### config.mk
export PLATFORM = sky130hd
export DESIGN_NAME = dmem_arbiter
export DESIGN_NICKNAME = d
export VERILOG_FILES = /design/src/rtl/dmem_arbiter.sv
export SDC_FILE = /design/constraint.sdc
export NUM_CORES = 1
export LEC_CHECK = 0
export CORE_AREA = 2 2 116 118
export CTS_CLUSTER_DIAMETER = 150
export DETAILED_ROUTE_END_ITERATION = 16
export DIE_AREA = 0 0 118 120
export PLACE_DENSITY = 0.76
export SLEW_MARGIN = 10
export SYNTH_ARGS = -nofsm -noshare
export SYNTH_HDL_FRONTEND = slang
export SYNTH_SLANG_ARGS = --single-unit
export TNS_END_PERCENT = 20
### constraint.sdc
create_clock -name clk -period 2.61 [get_ports clk]
set_clock_uncertainty 0.05 [all_clocks]
set_input_delay 0.522 -clock clk [delete_from_list [all_inputs] [get_ports clk]]
set_output_delay 0.522 -clock clk [all_outputs]
set_load 0.01 [all_outputs]
### src/rtl/dmem_arbiter.sv
// Two-master arbiter for a single-port data memory: round-robin grants, bounded M1 lock,
// and a read-tag pipeline that steers each read result back to its issuing master.
module dmem_arbiter #(
  parameter int unsigned AW       = 32,
  parameter int unsigned DW       = 32,
  parameter int unsigned RD_LAT   = 1,
  parameter int unsigned LOCK_MAX = 8
) (
  input  logic          clk,
  input  logic          reset,
  input  logic          m0_req,
  input  logic          m0_wr,
  input  logic [AW-1:0] m0_addr,
  input  logic [DW-1:0] m0_wdata,
  output logic          m0_gnt,
  output logic          m0_rvalid,
  output logic [DW-1:0] m0_rdata,
  input  logic          m1_req,
  input  logic          m1_wr,
  input  logic [AW-1:0] m1_addr,
  input  logic [DW-1:0] m1_wdata,
  input  logic          m1_lock,
  output logic          m1_gnt,
  output logic          m1_rvalid,
  output logic [DW-1:0] m1_rdata,
  output logic          mem_rd,
  output logic          mem_wr,
  output logic [AW-1:0] mem_addr,
  output logic [DW-1:0] mem_wdata,
  input  logic [DW-1:0] mem_rdata
);

  localparam int unsigned CNT_W = $clog2(LOCK_MAX + 1);

  typedef enum logic [1:0] {
    ST_UNLOCKED = 2'd0,
    ST_LOCKED   = 2'd1,
    ST_BACKOFF  = 2'd2
  } state_e;

  typedef enum logic {
    M0 = 1'b0,
    M1 = 1'b1
  } master_e;

  state_e            state_q, state_d;
  master_e           last_gnt_q, last_gnt_d;
  logic [CNT_W-1:0]  lock_cnt_q, lock_cnt_d;
  logic [RD_LAT-1:0] rd_vld_q, rd_vld_d;
  logic [RD_LAT-1:0] rd_own_q, rd_own_d;
  logic [DW-1:0]     m0_rdata_q, m0_rdata_d;
  logic [DW-1:0]     m1_rdata_q, m1_rdata_d;
  logic              rr_g0, rr_g1;

  // Round-robin pick: on a tie the master that was not granted last wins
  always_comb begin
    rr_g0 = 1'b0;
    rr_g1 = 1'b0;
    if (m0_req && m1_req) begin
      rr_g0 = (last_gnt_q == M1);
      rr_g1 = (last_gnt_q == M0);
    end else begin
      rr_g0 = m0_req;
      rr_g1 = m1_req;
    end
  end

  // Grant selection and lock FSM next state
  always_comb begin
    m0_gnt     = 1'b0;
    m1_gnt     = 1'b0;
    state_d    = state_q;
    last_gnt_d = last_gnt_q;
    lock_cnt_d = lock_cnt_q;
    case (state_q)
      ST_LOCKED: begin
        if (m1_lock) begin
          m1_gnt     = m1_req;
          lock_cnt_d = lock_cnt_q + CNT_W'(1);
          if (lock_cnt_d >= CNT_W'(LOCK_MAX)) begin
            state_d = ST_BACKOFF;
          end
        end else begin
          // Lock dropped: this cycle is already arbitrated round-robin
          m0_gnt     = rr_g0;
          m1_gnt     = rr_g1;
          lock_cnt_d = '0;
          state_d    = ST_UNLOCKED;
        end
      end
      ST_BACKOFF: begin
        m0_gnt     = m0_req;
        lock_cnt_d = '0;
        state_d    = ST_UNLOCKED;
      end
      default: begin
        m0_gnt     = rr_g0;
        m1_gnt     = rr_g1;
        lock_cnt_d = '0;
        if (rr_g1 && m1_lock) begin
          lock_cnt_d = CNT_W'(1);
          state_d    = (LOCK_MAX <= 1) ? ST_BACKOFF : ST_LOCKED;
        end
      end
    endcase

    // Backoff leaves M1 marked as last so M0 also keeps the following tie
    if (state_q == ST_BACKOFF) begin
      last_gnt_d = M1;
    end else if (m0_gnt) begin
      last_gnt_d = M0;
    end else if (m1_gnt) begin
      last_gnt_d = M1;
    end
  end

  // Memory strobes follow the granted master in the same cycle
  always_comb begin
    mem_rd    = 1'b0;
    mem_wr    = 1'b0;
    mem_addr  = '0;
    mem_wdata = '0;
    if (m0_gnt) begin
      mem_rd    = !m0_wr;
      mem_wr    = m0_wr;
      mem_addr  = m0_addr;
      mem_wdata = m0_wdata;
    end else if (m1_gnt) begin
      mem_rd    = !m1_wr;
      mem_wr    = m1_wr;
      mem_addr  = m1_addr;
      mem_wdata = m1_wdata;
    end
  end

  // Read tag shift register: valid + owner, RD_LAT stages deep
  if (RD_LAT > 1) begin : g_pipe_multi
    always_comb begin
      rd_vld_d = {rd_vld_q[RD_LAT-2:0], mem_rd};
      rd_own_d = {rd_own_q[RD_LAT-2:0], m1_gnt};
    end
  end else begin : g_pipe_single
    always_comb begin
      rd_vld_d = mem_rd;
      rd_own_d = m1_gnt;
    end
  end

  // Steer returning data; the idle master keeps presenting its last result
  always_comb begin
    m0_rvalid  = rd_vld_q[RD_LAT-1] && !rd_own_q[RD_LAT-1];
    m1_rvalid  = rd_vld_q[RD_LAT-1] && rd_own_q[RD_LAT-1];
    m0_rdata   = m0_rvalid ? mem_rdata : m0_rdata_q;
    m1_rdata   = m1_rvalid ? mem_rdata : m1_rdata_q;
    m0_rdata_d = m0_rdata;
    m1_rdata_d = m1_rdata;
  end

  always_ff @(posedge clk) begin
    if (reset) begin
      state_q    <= ST_UNLOCKED;
      last_gnt_q <= M1;
      lock_cnt_q <= '0;
      rd_vld_q   <= '0;
      rd_own_q   <= '0;
      m0_rdata_q <= '0;
      m1_rdata_q <= '0;
    end else begin
      state_q    <= state_d;
      last_gnt_q <= last_gnt_d;
      lock_cnt_q <= lock_cnt_d;
      rd_vld_q   <= rd_vld_d;
      rd_own_q   <= rd_own_d;
      m0_rdata_q <= m0_rdata_d;
      m1_rdata_q <= m1_rdata_d;
    end
  end

endmodule
======== Word-level counts from Yosys, hierarchy flattened ========
Index checks and enable logic that the tools add are counted.
word-level totals
  output and inout bits ................... 134
  register bits ........................... 73
  input bits .............................. 167
  word-level logic and storage cells ...... 49
cells by class
  bitwise logic cells ..................... 1
  reduce and logical (&&, ||, !) cells .... 11
  add/subtract/negate cells ............... 1
  equal/unequal tests ..................... 3
  $lt $le $gt $ge ......................... 1
  muxes and demuxes ....................... 25
operators by type and width
  operator             number
  $mux 32              6
  $mux 1               11
  $pmux 4 s2           1
  $mux 2               3
  $add 4x1->4 const B  1
  $ge 4x4->1 const B   1
  $logic_and 1x1->1    4
  $mux 4               1
  $pmux 1 s2           2
  $pmux 2 s2           1
  $logic_not 1->1      3
  $ne 3x3->1 const B   1
  $reduce_bool 3->1    1
  $eq 2x1->1 const B   1
  $eq 2x2->1 const B   1
  $reduce_and 2->1     1
  $reduce_bool 2->1    1
  $reduce_or 2->1      1
  $not 1->1            1

======== Logic depth before layout (Yosys ltp) ========
Gate-level depths: netlist (run 1).
  depth in word-level cells ............... 6
  mapped depth ............................ 8
  gate-level depth less buffers ........... 6

======== Least setup slack after synthesis (run 1) ========
Ideal clock, no wire load.
  kind .................................... register to output
  start ................................... register state_q[0]
  end ..................................... output mem_addr[13]
  slack ................................... 0.328 ns
  data required time ...................... 2.038 ns
  buffers on the path ..................... 2
  arrival ................................. 1.710 ns
  cell stages (with the launch flop) ...... 9
  cell sequence ........................... dfxtp_1 -> inv_1 -> ha_1 -> nand2b_1 -> a31oi_4 -> buf_4 -> buf_4 -> nand2_1 -> o21ai_1
on the way
  longest elaborated chain between the ends .. 4
  elaborated cells on any way between the ends .. 6
  those cells by class .................... eq/ne (2); mux (4)
RTL lines
  what                                             line  source
  start: declaration                               46    state_e state_q, state_d;
  start signal: assignment                         169   state_q <= state_d;
  $eq 2x2->1 / $eq 2x1->1 (equally long branches)  75    case (state_q)
  $pmux 1 s2                                       75
  $mux 32                                          128   end else if (m1_gnt) begin
  $mux 32 (*)                                      123   if (m0_gnt) begin
  end: declaration                                 28    output logic [AW-1:0] mem_addr,
Every way passes the cells marked *; elsewhere a longest branch is shown, timed or not.

======== Final worst setup path (run 1) ========
Ends and elaborated chain as after synthesis.

==> run summary, run 1 <==
The initial utilization of the core area, before any placement, comes to 32.27%. Sequential cells burn 23.5% of the power. The worst setup path is of the flop to output port kind.

Entering global routing, the biggest net connects 70 pins. Signal routing reaches up to met4. After clock tree synthesis, the clock-pin slew on the worst setup and hold paths is 0.05 ns.

The critical path goes through inv_2 > ha_4 > nand2b_4 > a31oi_4 > buf_12 > buf_12 > buf_4 > nand2_2 > o21ai_2 > buf_2. The first detailed-routing pass took 4 iterations. The synthesized flop and latch total is 73. The global-route usage over all layers is 24.37%, and the vertical extent of the die is 120 um. The max-slew violation count was 0. The number of sinks handled by clock tree synthesis came out at 73.

The utilization after layout is 61.76%, and the final setup slack of the worst path is -0.05601 ns. Wire segments on met2 add up to 9.071 mm in the final route. After detailed routing, the number of remaining DRC violations is 0. For this run the aggregate overflow at the end of global routing stands at 0.

The worst path buffer plus inverter count came out at 5. The kind of cell with the highest combined delay along the critical path is buffers and inverters. The floorplan step defined a die boundary enclosing 14160 um^2. The overall routed net length was 17.61 mm; the number of distinct library cell variants in the gate-level netlist after synthesis was 33. The transition time at the pin with the least slew margin is 0.4856 ns, and the maximum clock rate is 375.1 MHz. The run finished, with violations left. Dividing the detail-routed wire length by the instance count gives 17.75 um. For this design, the CTS-stage hold fixing added 0 buffers.

Of all nets on the critical path, the largest fanout is 5. The finished layout holds 992 standard cells, fillers aside. 301 I/O pins were placed. The type of origin of the critical path is a flop. Counting tap cells, the placed design contains a total of 966 instances. The run gives -0.3795 ns as the setup TNS after final layout.

The count of nets after finishing is 981. The most numerous cell type found on the critical path is sky130_fd_sc_hd__buf_12. The clock tree synthesis step divided the H-tree into 3 levels. The HPWL after detailed placement is 13.09 mm, and the worst relative slew slack is 67.63%. Routability-driven placement finished with a final weighted congestion of 0.9463. Net switching is 34.14% of the power.

After the first detailed-routing iteration, the DRC count stood at 218. The cell count after synthesis is 492, and the net count after synthesis is 662. The run gives 42 as the number of cell rows. For the data required time at the worst endpoint, the log shows 2.04 ns. The run gives 27.31 mm as the first-pass GRT wire length. The period utilization was 102.1%; the cell area after technology mapping was 4189 um^2.

The area growth from synthesis to layout is 91.37%. The clock passes through at most 2 buffers. The worst hold path belongs to the class flop to flop.

Setup violations remaining at the end of the flow were counted as 21. For the relative contribution of the clock network to total power, the log shows 22.8%. For the total number of vias, the log shows 4954.

Part of the power in combinational logic: 53.7%. The detail route stage leaves a number of antenna-violating nets equal to 0. Internal power comes to 3399 uW. For the worst setup path, the data arrival time is 2.09 ns. Setup repair after global routing could not meet its margin everywhere. The via count of the first global-routing pass is 5118, and the sequential fraction of the synthesis area is 34.89%.

Yosys printed 0 warnings. The count of maximum capacitance violations came out at 0. The root buffer cell chosen for the clock tree is sky130_fd_sc_hd__clkbuf_16.

The run gives 1.521 mm as the detailed-routed wire length on met3. The via-per-instance ratio was 4.994. Summed over all cells, the static leakage comes to 0.003323 uW. TritonCTS built the clock tree. The tools report the number of antenna violations at the first check in global routing as 1.

Of the cells placed in the final design, the portion with a size suffix greater than 1 is 29.12%. The final hold violation count is 0, and the total power per unit cell area is 643.8 nW/um^2. Clock latency of the later-clocked register in the worst-skew pair: 0.32 ns. The detailed router put a total of 6.384 mm of wire on met1. The analysis attributes to net switching a power of 1762 uW. Counting the buffers created by CTS gives 9. IR analysis of the VDD net gives a maximum drop of 0.0002767 V. From left edge to right edge, the die measures 118 um.

The slowest stage of the critical path is the sky130_fd_sc_hd__dfxtp_2 cell. The time the final worst path needs with I/O delays and setup was 2.666 ns. Power comes to 5161 uW. The average instance in the mapped netlist occupies 8.514 um^2.

The checks that failed: setup timing. The floorplan step defined a core boundary enclosing 12980 um^2. The number of buffer cells added on primary ports was 300. The critical path capture point type was an output port. In this design, the stage delay of the slowest critical-path cell is 0.33 ns.
## power by group through the flow
stage	combinational (uW)	sequential [uW]	clock, uW
3_5_place_dp	2610	1230	0
6_report	2770	1210	1180
5_1_grt	2950	1220	1250
3_3_place_gp	2570	1230	0
2_1_floorplan	1130	1230	0
4_1_cts	2680	1210	1200
## logic make-up after synthesis
kind of cell    count (synthesis)  share of synthesized area (%)
buf+inv                        56                          6.183
flops                          73                          34.89
simple gates                  151                          18.01
fa+ha+maj                       3                         0.8962
mux                            67                          18.04
xor+xnor                        2                         0.4182
compound gates                140                          21.57
## synth_stat cells
master                     count  area [um^2]
sky130_fd_sc_hd__nand2_1      70        262.8
sky130_fd_sc_hd__o211ai_1     65        488.0
sky130_fd_sc_hd__a311oi_1      2        17.52
sky130_fd_sc_hd__nand4_1       1        6.260
sky130_fd_sc_hd__xor2_1        1        8.760
sky130_fd_sc_hd__nor2_1        6        22.52
sky130_fd_sc_hd__buf_2        19        95.09
sky130_fd_sc_hd__o21ai_0      48        240.2
sky130_fd_sc_hd__xnor2_1       1        8.760
sky130_fd_sc_hd__mux2_4        1        15.01
sky130_fd_sc_hd__buf_4         2        15.01
sky130_fd_sc_hd__ha_1          3        37.54
sky130_fd_sc_hd__a31oi_1       1        6.260
sky130_fd_sc_hd__a32o_1        1        10.01
sky130_fd_sc_hd__nor2b_1       2        12.51
sky130_fd_sc_hd__nand3_1       1        5.000
sky130_fd_sc_hd__clkbuf_1     20        75.07
sky130_fd_sc_hd__and2_1       65        406.6
sky130_fd_sc_hd__inv_1         7        26.28
sky130_fd_sc_hd__buf_6         2        22.52
sky130_fd_sc_hd__dfxtp_1      73         1461
sky130_fd_sc_hd__nor3b_1       1        7.510
sky130_fd_sc_hd__mux2_2       64        720.7
sky130_fd_sc_hd__o21bai_1      1        7.510
sky130_fd_sc_hd__o21a_2        1        8.760
sky130_fd_sc_hd__mux2i_1       2        20.02
sky130_fd_sc_hd__nand2b_1      4        25.02
sky130_fd_sc_hd__and3_1        1        6.260
sky130_fd_sc_hd__clkbuf_2      2        10.01
sky130_fd_sc_hd__o21ai_1      19        95.09
sky130_fd_sc_hd__buf_1         4        15.01
sky130_fd_sc_hd__a21oi_2       1        8.760
sky130_fd_sc_hd__a31oi_4       1        21.27
## cell usage in the layout, fill, tap and decap left out, types with 3 or more instances in the layout
master	count
sky130_fd_sc_hd__mux2_2	64
sky130_fd_sc_hd__o211ai_1	65
sky130_fd_sc_hd__buf_8	4
sky130_fd_sc_hd__inv_2	3
sky130_fd_sc_hd__dlygate4sd2_1	3
sky130_fd_sc_hd__o21ai_0	4
sky130_fd_sc_hd__nand2_1	64
sky130_fd_sc_hd__buf_6	11
sky130_fd_sc_hd__and2_1	65
sky130_fd_sc_hd__o21ai_1	49
sky130_fd_sc_hd__clkbuf_16	11
sky130_fd_sc_hd__buf_4	30
sky130_fd_sc_hd__buf_2	63
sky130_fd_sc_hd__buf_12	13
sky130_fd_sc_hd__nor2_1	6
sky130_fd_sc_hd__inv_1	4
sky130_fd_sc_hd__dfxtp_1	71
sky130_fd_sc_hd__clkdlybuf4s50_1	229
sky130_fd_sc_hd__nand2_2	5
sky130_fd_sc_hd__o21ai_2	12
## stage by stage
stage | hold slack [ns] | worst slack (ns) | instance area (um^2)
3_5_place_dp | 0.4469 | -0.6864 | 7667
2_1_floorplan | 0.3985 | 0.3275 | 4189
5_1_grt | 0.4933 | -0.1749 | 8014
6_report | 0.4621 | -0.05601 | 8016
3_3_place_gp | 0.4170 | -0.6158 | 7667
4_1_cts | 0.4626 | -0.08886 | 7926
## per-layer routing
metal / up-vias / GRT usage [%]
li1: 2366 / -
met1: 2294 / 26.10
met2: 251 / 44.22
met3: 43 / 7.462
met4: 0 / 10.54
met5: - / 0
## worst register-to-register path, cell delays in order, from the launching register on
cell and delay [ns]:
sky130_fd_sc_hd__dfxtp_2 0.33, sky130_fd_sc_hd__inv_2 0.04, sky130_fd_sc_hd__ha_4 0.30, sky130_fd_sc_hd__inv_2 0.06
sky130_fd_sc_hd__a21oi_4 0.22, sky130_fd_sc_hd__o21a_4 0.19, sky130_fd_sc_hd__buf_6 0.18, sky130_fd_sc_hd__mux2_4 0.31
## area by class of cell
class | count | area (um^2)
Antenna cell | 2 | 5.005
Sequential cell | 73 | 1464
Clock buffer | 11 | 242.7
Multi-Input combinational cell | 363 | 2625
Fill cell | 1112 | 4964
Clock inverter | 3 | 42.54
Inverter | 7 | 26.28
Timing Repair Buffer | 357 | 3391
Tap cell | 176 | 220.2
## state kept, by name, indices dropped and copies added (netlist names)
register    flops
last_gnt_q      1
lock_cnt_q      4
m0_rdata_q     32
m1_rdata_q     32
rd_own_q        1
rd_vld_q        1
state_q         2
## worst paths after layout
| path | start | slack, ns | to | depth (start not counted) |
|---|---|---|---|---|
| setup reg to reg | state_q[0]$_SDFFE_PP0P_ | 0.81 | rd_vld_q$_SDFF_PP0_ | 7 |
| hold / removal | state_q[1]$_SDFFE_PP0P_ | 0.46 | state_q[1]$_SDFFE_PP0P_ | 2 |
| setup / recovery | state_q[0]$_SDFFE_PP0P_ | -0.06 | mem_addr[13] | 10 |
| hold reg to reg | state_q[1]$_SDFFE_PP0P_ | 0.46 | state_q[1]$_SDFFE_PP0P_ | 2 |
## what timing repair did
| item | 4_1_cts | 5_1_grt |
|---|---|---|
| pin swaps | 4 | 10 |
| buffers inserted | 4 | 3 |
| hold endpoints to repair | 0 | 0 |
| endpoints found under the setup margin | 68 | 68 |
| resized for setup | 336 | 59 |
| gates cloned | 4 | 2 |
No activity file was read; power rests on OpenSTA's default activity.
==> run 2, diff against run 1 <==
DONT_BUFFER_PORTS = 1   (was unset)
PLACE_DENSITY = 0.46   (was 0.76)
clock period = 3.1 ns   (was 2.61 ns; I/O delays follow)
==> run 2 against run 1 <==
The flow now finishes without violations. Non-clock buffer count fell by 282. Combinational power is 45% lower. Worst setup slack improved by 0.19 ns. Global-route usage fell by 5.7 points. Critical path type unchanged. Largest power group unchanged.
==> run summary, run 2 (synthesis gave the netlist of run 1 again) <==
Critical path capture point type: an output port (unchanged). The tools report the global-route usage over all layers as 18.63% (was 24.37%). Transition time at the pin with the least slew margin: 0.6604 ns (was 0.4856 ns).

The core box area is 12980 um^2 (unchanged). Number of placed I/O pins: 301 (unchanged). For the data required time at the worst endpoint, the log shows 2.43 ns (was 2.04 ns).

Most frequent cells in the layout: sky130_fd_sc_hd__dfxtp_1, sky130_fd_sc_hd__nand2_1, sky130_fd_sc_hd__buf_4 (was sky130_fd_sc_hd__clkdlybuf4s50_1, sky130_fd_sc_hd__dfxtp_1, sky130_fd_sc_hd__o211ai_1, sky130_fd_sc_hd__and2_1). The share of cells above drive strength 1 is 29.96% (was 29.12%). For the number of sinks handled by clock tree synthesis, the log shows 73 (unchanged). The tools report the via count of the first global-routing pass as 3695 (was 5118). The tools report the max-slew violation count as 0 (unchanged). The growth of design area from synthesis to finish is 22.22% (was 91.37%), and the clock tree buffer depth is 2 (unchanged).

The startpoint of the worst-slack reg-to-reg timing path was state_q[0]$_SDFFE_PP0P_ (unchanged). The tools report the maximum clock rate as 337.6 MHz. TritonCTS built the clock tree. The path category of the worst min-delay check was input port to flop (was flop to flop). The tools report the overall routed net length as 13.89 mm (was 17.61 mm).

The number of cells on the worst hold path was 2 (unchanged); the length of the first detailed-routing pass in iterations was 4 (unchanged). The run gives 0 (unchanged) as the final hold violation count. The total number of vias is 3852 (was 4954), and the remaining global-route overflow is 0 (unchanged).

The vertical extent of the die was 120 um (unchanged); the setup-violating endpoint count in the final report was 0 (was 21). Startpoint of the lowest-slack hold path: reset (was state_q[1]$_SDFFE_PP0P_). The worst reg2reg path depth works out to 8 (was 7). The layer carrying the most global-route usage was met2 (unchanged). The tightest hold margin was 0.3654 ns (was 0.4621 ns); the routed length per instance was 19.51 um (was 17.75 um).

The time the final worst path needs with I/O delays and setup is 2.962 ns. The logs give 55.87% (was 67.63%) for the worst relative slew slack and 20.95% (was 26.10%) for the met1 usage in global routing. Largest registers: m0_rdata_q (32), m1_rdata_q (32), lock_cnt_q (4) (unchanged).

The tools report the final antenna-violating net count as 0 (unchanged). Number of placed instances, taps included: 692 (was 966). For the count of nets after finishing, the log shows 699 (was 981). The number of DRC violations after detailed routing was 0 (unchanged); the via-per-instance ratio was 5.410 (was 4.994). The run gives 32.27% (unchanged) as the effective utilization at floorplan.

The tools report the type of origin of the critical path as a flop (unchanged). The run gives 1.09 ns (was 0.81 ns) as the setup slack on the worst flop-to-flop path. The tools report the number of cell rows as 42 (unchanged).

Setup repair after global routing left no endpoint under its margin. The worst path buffer plus inverter count was 3 (was 5); the period utilization was 95.55%. Critical path, cell by cell: inv_1 > ha_2 > nand2b_1 > a31oi_4 > buf_12 > nand2_1 > o21ai_1 > buf_4 (was inv_2 > ha_4 > nand2b_4 > a31oi_4 > buf_12 > buf_12 > buf_4 > nand2_2 > o21ai_2 > buf_2). End of the worst register-to-register path: rd_vld_q$_SDFF_PP0_ (unchanged). The total power per unit cell area works out to 678.2 nW/um^2 (was 643.8 nW/um^2). The routability-driven placement congestion ratio came out at 0.8603 (was 0.9463).

Standard cell with the maximum stage delay on the critical path: sky130_fd_sc_hd__dfxtp_1 (was sky130_fd_sc_hd__dfxtp_2). The tools report the clock root buffer as sky130_fd_sc_hd__clkbuf_16 (unchanged). The delay contributed by the slowest stage of the critical path works out to 0.36 ns (was 0.33 ns). The flow ran to the end, and the final reports show no timing, DRC or antenna violations. The largest fanout on the critical path was 36 (was 5).

The worst vdd rail ir drop is 0.0002400 V (was 0.0002767 V). The setup TNS after final layout came out at 0 ns (was -0.3795 ns). The critical setup path kind is flop to output port (unchanged). The clock edge transition at the registers on the reported setup and hold paths is 0.05 ns (about the same), and the floorplan die area is 14160 um^2 (unchanged). The number of buffers created by CTS was 9 (unchanged); the HPWL after detailed placement was 10.44 mm (was 13.09 mm). The utilization after layout was 39.44% (was 61.76%).

The commonest non-fill, non-tap cell in the layout was sky130_fd_sc_hd__dfxtp_1 (was sky130_fd_sc_hd__clkdlybuf4s50_1). The endpoint of the worst hold-timing path is last_gnt_q$_SDFFE_PP1P_ (was state_q[1]$_SDFFE_PP0P_). The number of buffer cells added on primary ports is 0 (was 300). For the count of maximum capacitance violations, the log shows 0 (unchanged).

The tools report the total design power as 3472 uW (was 5161 uW). The first-pass GRT wire length was 20.64 mm (was 27.31 mm); the arrival time of the worst setup path was 2.29 ns (was 2.09 ns). The non-filler instance count after layout is 712 (was 992), and the maximum level of the CTS H-tree is 3 (unchanged).

The run gives 31.80% (was 44.22%) as the global-route track usage on met2. The clock latency of the later-clocked register in the worst-skew pair is 0.31 ns (was 0.32 ns). The met3 demand-to-capacity share in global routing is 6.749% (was 7.462%), and the maximum number of pins on one net before global-route repair is 70 (unchanged). The number of buffers inserted for hold repair after clock tree synthesis was 0 (unchanged); the number of antenna violations at the first check in global routing was 2 (was 1). The violation count after the first detailed-routing iteration was 257 (was 218); the horizontal die dimension was 118 um (unchanged). The standby leakage power is 0.002080 uW (was 0.003323 uW). Cell class contributing the biggest share of worst-path delay: compound AO/OA/AOI/OAI gates (was buffers and inverters).
## run 2: changes by cell type in the layout (fill, tap and decap cells not counted), sizes merged
| cell | delta |
|---|---|
| clkdlybuf4s50 | -229 |
| buf | -46 |
| clkbuf | -4 |
| dlygate4sd2 | -3 |
| inv | +2 |
| bufbuf | -1 |
| bufinv | -1 |
| clkinv | +1 |
| clkinvlp | +1 |
## run 2: report_power, final
| part | internal [uW] | switching [uW] |
|---|---|---|
| clock | 544 | 384 |
| combinational | 650 | 873 |
| sequential | 998 | 23.0 |
| total | 2190 | 1280 |
## run 2: worst max path at each step
stage	startpoint	cells past startpoint	end	slack, ns
finish	state_q[0]$_SDFFE_PP0P_	8	mem_addr[26]	0.14
global route	state_q[0]$_SDFFE_PP0P_	9	mem_wdata[4]	0.06
CTS	state_q[0]$_SDFFE_PP0P_	8	mem_addr[12]	0.001
detailed placement	state_q[0]$_SDFFE_PP0P_	8	mem_addr[12]	0.33
global placement	state_q[0]$_SDFFE_PP0P_	8	mem_addr[12]	0.34
floorplan	state_q[0]$_SDFFE_PP0P_	8	mem_addr[13]	0.72
## run 2: per-stage QoR
stage,instance area (um^2),setup WS (ns)
CTS,5094,0.001495
global placement,4790,0.3404
global route,5120,0.05641
floorplan,4189,0.7195
detailed placement,4790,0.3283
finish,5120,0.1380
## run 2: cell type report
cell class	count	area (um^2)
Sequential cell	73	1461
Inverter	7	26.28
Timing Repair Buffer	75	649.4
Fill cell	1321	7860
Clock inverter	6	42.54
Clock buffer	10	229.0
Tap cell	176	220.2
Antenna cell	2	5.005
Multi-Input combinational cell	363	2486
## run 2: repair_timing
action / in CTS / in global routing
pin swaps: 0 / 1
cloned: 1 / 0
setup endpoints to repair: 1 / 38
hold endpoints to repair: 0 / 0
buffers inserted: 0 / 1
resized for setup: 0 / 4
## run 2: per-layer routing
layer  vias up  wire [um]
li1       1800          -
met3        20       1367
met4         0        354
met1      1822       5171
met2       210       6999
met5         -          0
==> run 3, diff against run 2 <==
CTS_BUF_LIST = sky130_fd_sc_hd__clkbuf_4   (was unset)
PLACE_DENSITY = 0.54   (was 0.46)
==> run 3 against run 2 <==
Clock-buffer cell count fell by 1. Register-to-register slack improved by 0.13 ns. Die area did not move. Wire length rose by 5.8%. Worst setup slack got worse by 0.017 ns. First-iteration DRC count fell by 26%. Flip-flop and latch count did not move. Maximum frequency fell by 0.56%. Cell area fell by 1.6%.
==> run summary, run 3 (synthesis gave the netlist of run 1 again) <==
The flow ran to the end, and the final reports show no timing, DRC or antenna violations. The logs give 3914 (was 3852) for the total number of vias and 0 (unchanged) for the remaining global-route overflow. The count of nets after finishing was 700 (was 699). Setup repair after global routing could not meet its margin everywhere. The run gives 0 (unchanged) as the final hold violation count. Transition time at the pin with the least slew margin: 0.5054 ns (was 0.6604 ns). The tools report the core box area as 12980 um^2 (unchanged). For the count of maximum capacitance violations, the log shows 0 (unchanged). The number of placed I/O pins came out at 301 (unchanged). The largest fanout on the critical path came out at 15 (was 36). The commonest non-fill, non-tap cell in the layout is sky130_fd_sc_hd__dfxtp_1 (unchanged). The number of buffers inserted for hold repair after clock tree synthesis was 0 (unchanged).

Critical path, cell by cell: inv_1 > ha_4 > nand2b_1 > a31oi_4 > buf_4 > clkbuf_16 > nand2_1 > o21ai_0 > buf_4 (was inv_1 > ha_2 > nand2b_1 > a31oi_4 > buf_12 > nand2_1 > o21ai_1 > buf_4). Clock latency of the later-clocked register in the worst-skew pair: 0.41 ns (was 0.31 ns). The most numerous cell type found on the critical path is sky130_fd_sc_hd__buf_4.

Cell class contributing the biggest share of worst-path delay: buffers and inverters (was compound AO/OA/AOI/OAI gates). The horizontal die dimension was 118 um (unchanged); the number of cell rows was 42 (unchanged). The growth of design area from synthesis to finish was 20.28% (was 22.22%). The overall routed net length was 14.69 mm (was 13.89 mm). For the data required time at the worst endpoint, the log shows 2.43 ns (about the same). The period utilization was 96.08% (was 95.55%); the utilization after layout was 38.82% (was 39.44%). The max-slew violation count was 0 (unchanged). The time the final worst path needs with I/O delays and setup was 2.979 ns (was 2.962 ns); the setup-violating endpoint count in the final report was 0 (unchanged).

Number of fill cells: 1344 (was 1321). The path category of the worst min-delay check is input port to flop (unchanged). The length of the first detailed-routing pass in iterations was 4 (unchanged). The standard cell with the maximum stage delay on the critical path was sky130_fd_sc_hd__dfxtp_2 (was sky130_fd_sc_hd__dfxtp_1). The via-per-instance ratio is 5.497 (was 5.410), and the first-pass GRT wire length is 20.87 mm (was 20.64 mm). The via count of the first global-routing pass is 3738 (was 3695), and the final setup slack of the worst path is 0.1215 ns (was 0.1380 ns). Clock root buffer: sky130_fd_sc_hd__clkbuf_4 (was sky130_fd_sc_hd__clkbuf_16).

The HPWL after detailed placement was 10.47 mm (was 10.44 mm); the clock edge transition at the registers on the reported setup and hold paths was 0.11 ns (was 0.05 ns). The standby leakage power came out at 0.002038 uW (was 0.002080 uW). The run gives 0.2183 ns (was 0.3283 ns) as the minimum setup slack after placement.

The worst path buffer plus inverter count works out to 4 (was 3). For the maximum clock rate, the log shows 335.7 MHz (was 337.6 MHz). The maximum level of the CTS H-tree came out at 3 (unchanged).

The share of cells above drive strength 1 is 30.28% (was 29.96%). The run gives 1463 um^2 (was 1461 um^2) as the area taken by flip-flops and latches. The number of buffers created by CTS came out at 9 (unchanged). The run gives 2505 um^2 (was 2486 um^2) as the multi-input logic area. The run gives 1 (was 2) as the number of antenna violations at the first check in global routing.

The total design power was 3166 uW (was 3472 uW); the violation count after the first detailed-routing iteration was 189 (was 257). The type of origin of the critical path is a flop (unchanged). The effective utilization at floorplan was 32.27% (unchanged). The setup TNS after final layout was 0 ns (unchanged). Number of DRC violations after detailed routing: 0 (unchanged). Largest registers: m0_rdata_q (32), m1_rdata_q (32), lock_cnt_q (4) (unchanged). The critical setup path kind was flop to output port (unchanged). The vertical extent of the die was 120 um (unchanged); the delay contributed by the slowest stage of the critical path was 0.36 ns (about the same). The final antenna-violating net count was 0 (unchanged). For the worst relative slew slack, the log shows 66.31% (was 55.87%). For the maximum number of pins on one net before global-route repair, the log shows 70 (unchanged). The number of buffer cells added on primary ports was 0 (unchanged). The tools report the arrival time of the worst setup path as 2.31 ns (was 2.29 ns).

The total power per unit cell area is 628.3 nW/um^2 (was 678.2 nW/um^2). The routed length per instance is 20.64 um (was 19.51 um), and the number of sinks handled by clock tree synthesis is 73 (unchanged). The worst vdd rail ir drop was 0.0002945 V (was 0.0002400 V). TritonCTS built the clock tree.

The run gives 18.97% (was 18.63%) as the global-route usage over all layers. The tools report the floorplan die area as 14160 um^2 (unchanged). Most frequent cells in the layout: sky130_fd_sc_hd__dfxtp_1, sky130_fd_sc_hd__nand2_1, sky130_fd_sc_hd__buf_4 (unchanged). The clock tree buffer depth was 2 (unchanged). The critical path capture point type is an output port (unchanged). Routability-driven placement congestion ratio: 0.9265 (was 0.8603).
==> run 3: report_power, final <==
part / internal [uW] / switching [uW]
Combinational: 730 / 923
Sequential: 998 / 21.7
Clock: 163 / 330
==> run 3: layer usage <==
metal  global-route usage (%)  wire length [um]  vias to the layer above
li1                         -                 -                     1800
met1                    19.24              5100                     1830
met2                    31.98              7255                      245
met3                    8.460              1685                       39
met4                    11.82               652                        0
met5                        0                 0                        -
==> run 3: path summary, 6_finish.rpt <==
path	startpoint	to	slack, ns	depth (start not counted)
min	reset	last_gnt_q$_SDFFE_PP1P_	0.26	2
max reg2reg	state_q[0]$_SDFFE_PP0P_	rd_vld_q$_SDFF_PP0_	1.22	8
max	state_q[0]$_SDFFE_PP0P_	mem_wdata[10]	0.12	9
min reg2reg	state_q[0]$_SDFFE_PP0P_	state_q[0]$_SDFFE_PP0P_	0.43	2
==> run 3: layout make-up <==
class	count	area share (%)
inverter	7	0.5215
clock buffer	9	1.341
sequential	73	29.03
tap	176	4.370
clock inverter	7	0.9188
multi-input combinational	363	49.71
antenna	1	0.04966
timing repair buffer	76	14.06
==> run 3: what timing repair did <==
item | CTS | global route
setup endpoints to repair | 65 | 58
hold endpoints to repair | 0 | 0
cloned | 2 | 2
pin swaps | 3 | 2
resized for setup | 4 | 9
buffers inserted | 5 | 1
==> run 3: metrics by stage <==
step	area, um^2	instances	hold WS (ns)
6_report	5039	712	0.2552
5_1_grt	5039	712	0.2328
4_1_cts	4961	708	0.2100
3_5_place_dp	4737	685	0.4218
3_3_place_gp	4737	685	0.4193
2_1_floorplan	4189	492	0.3985
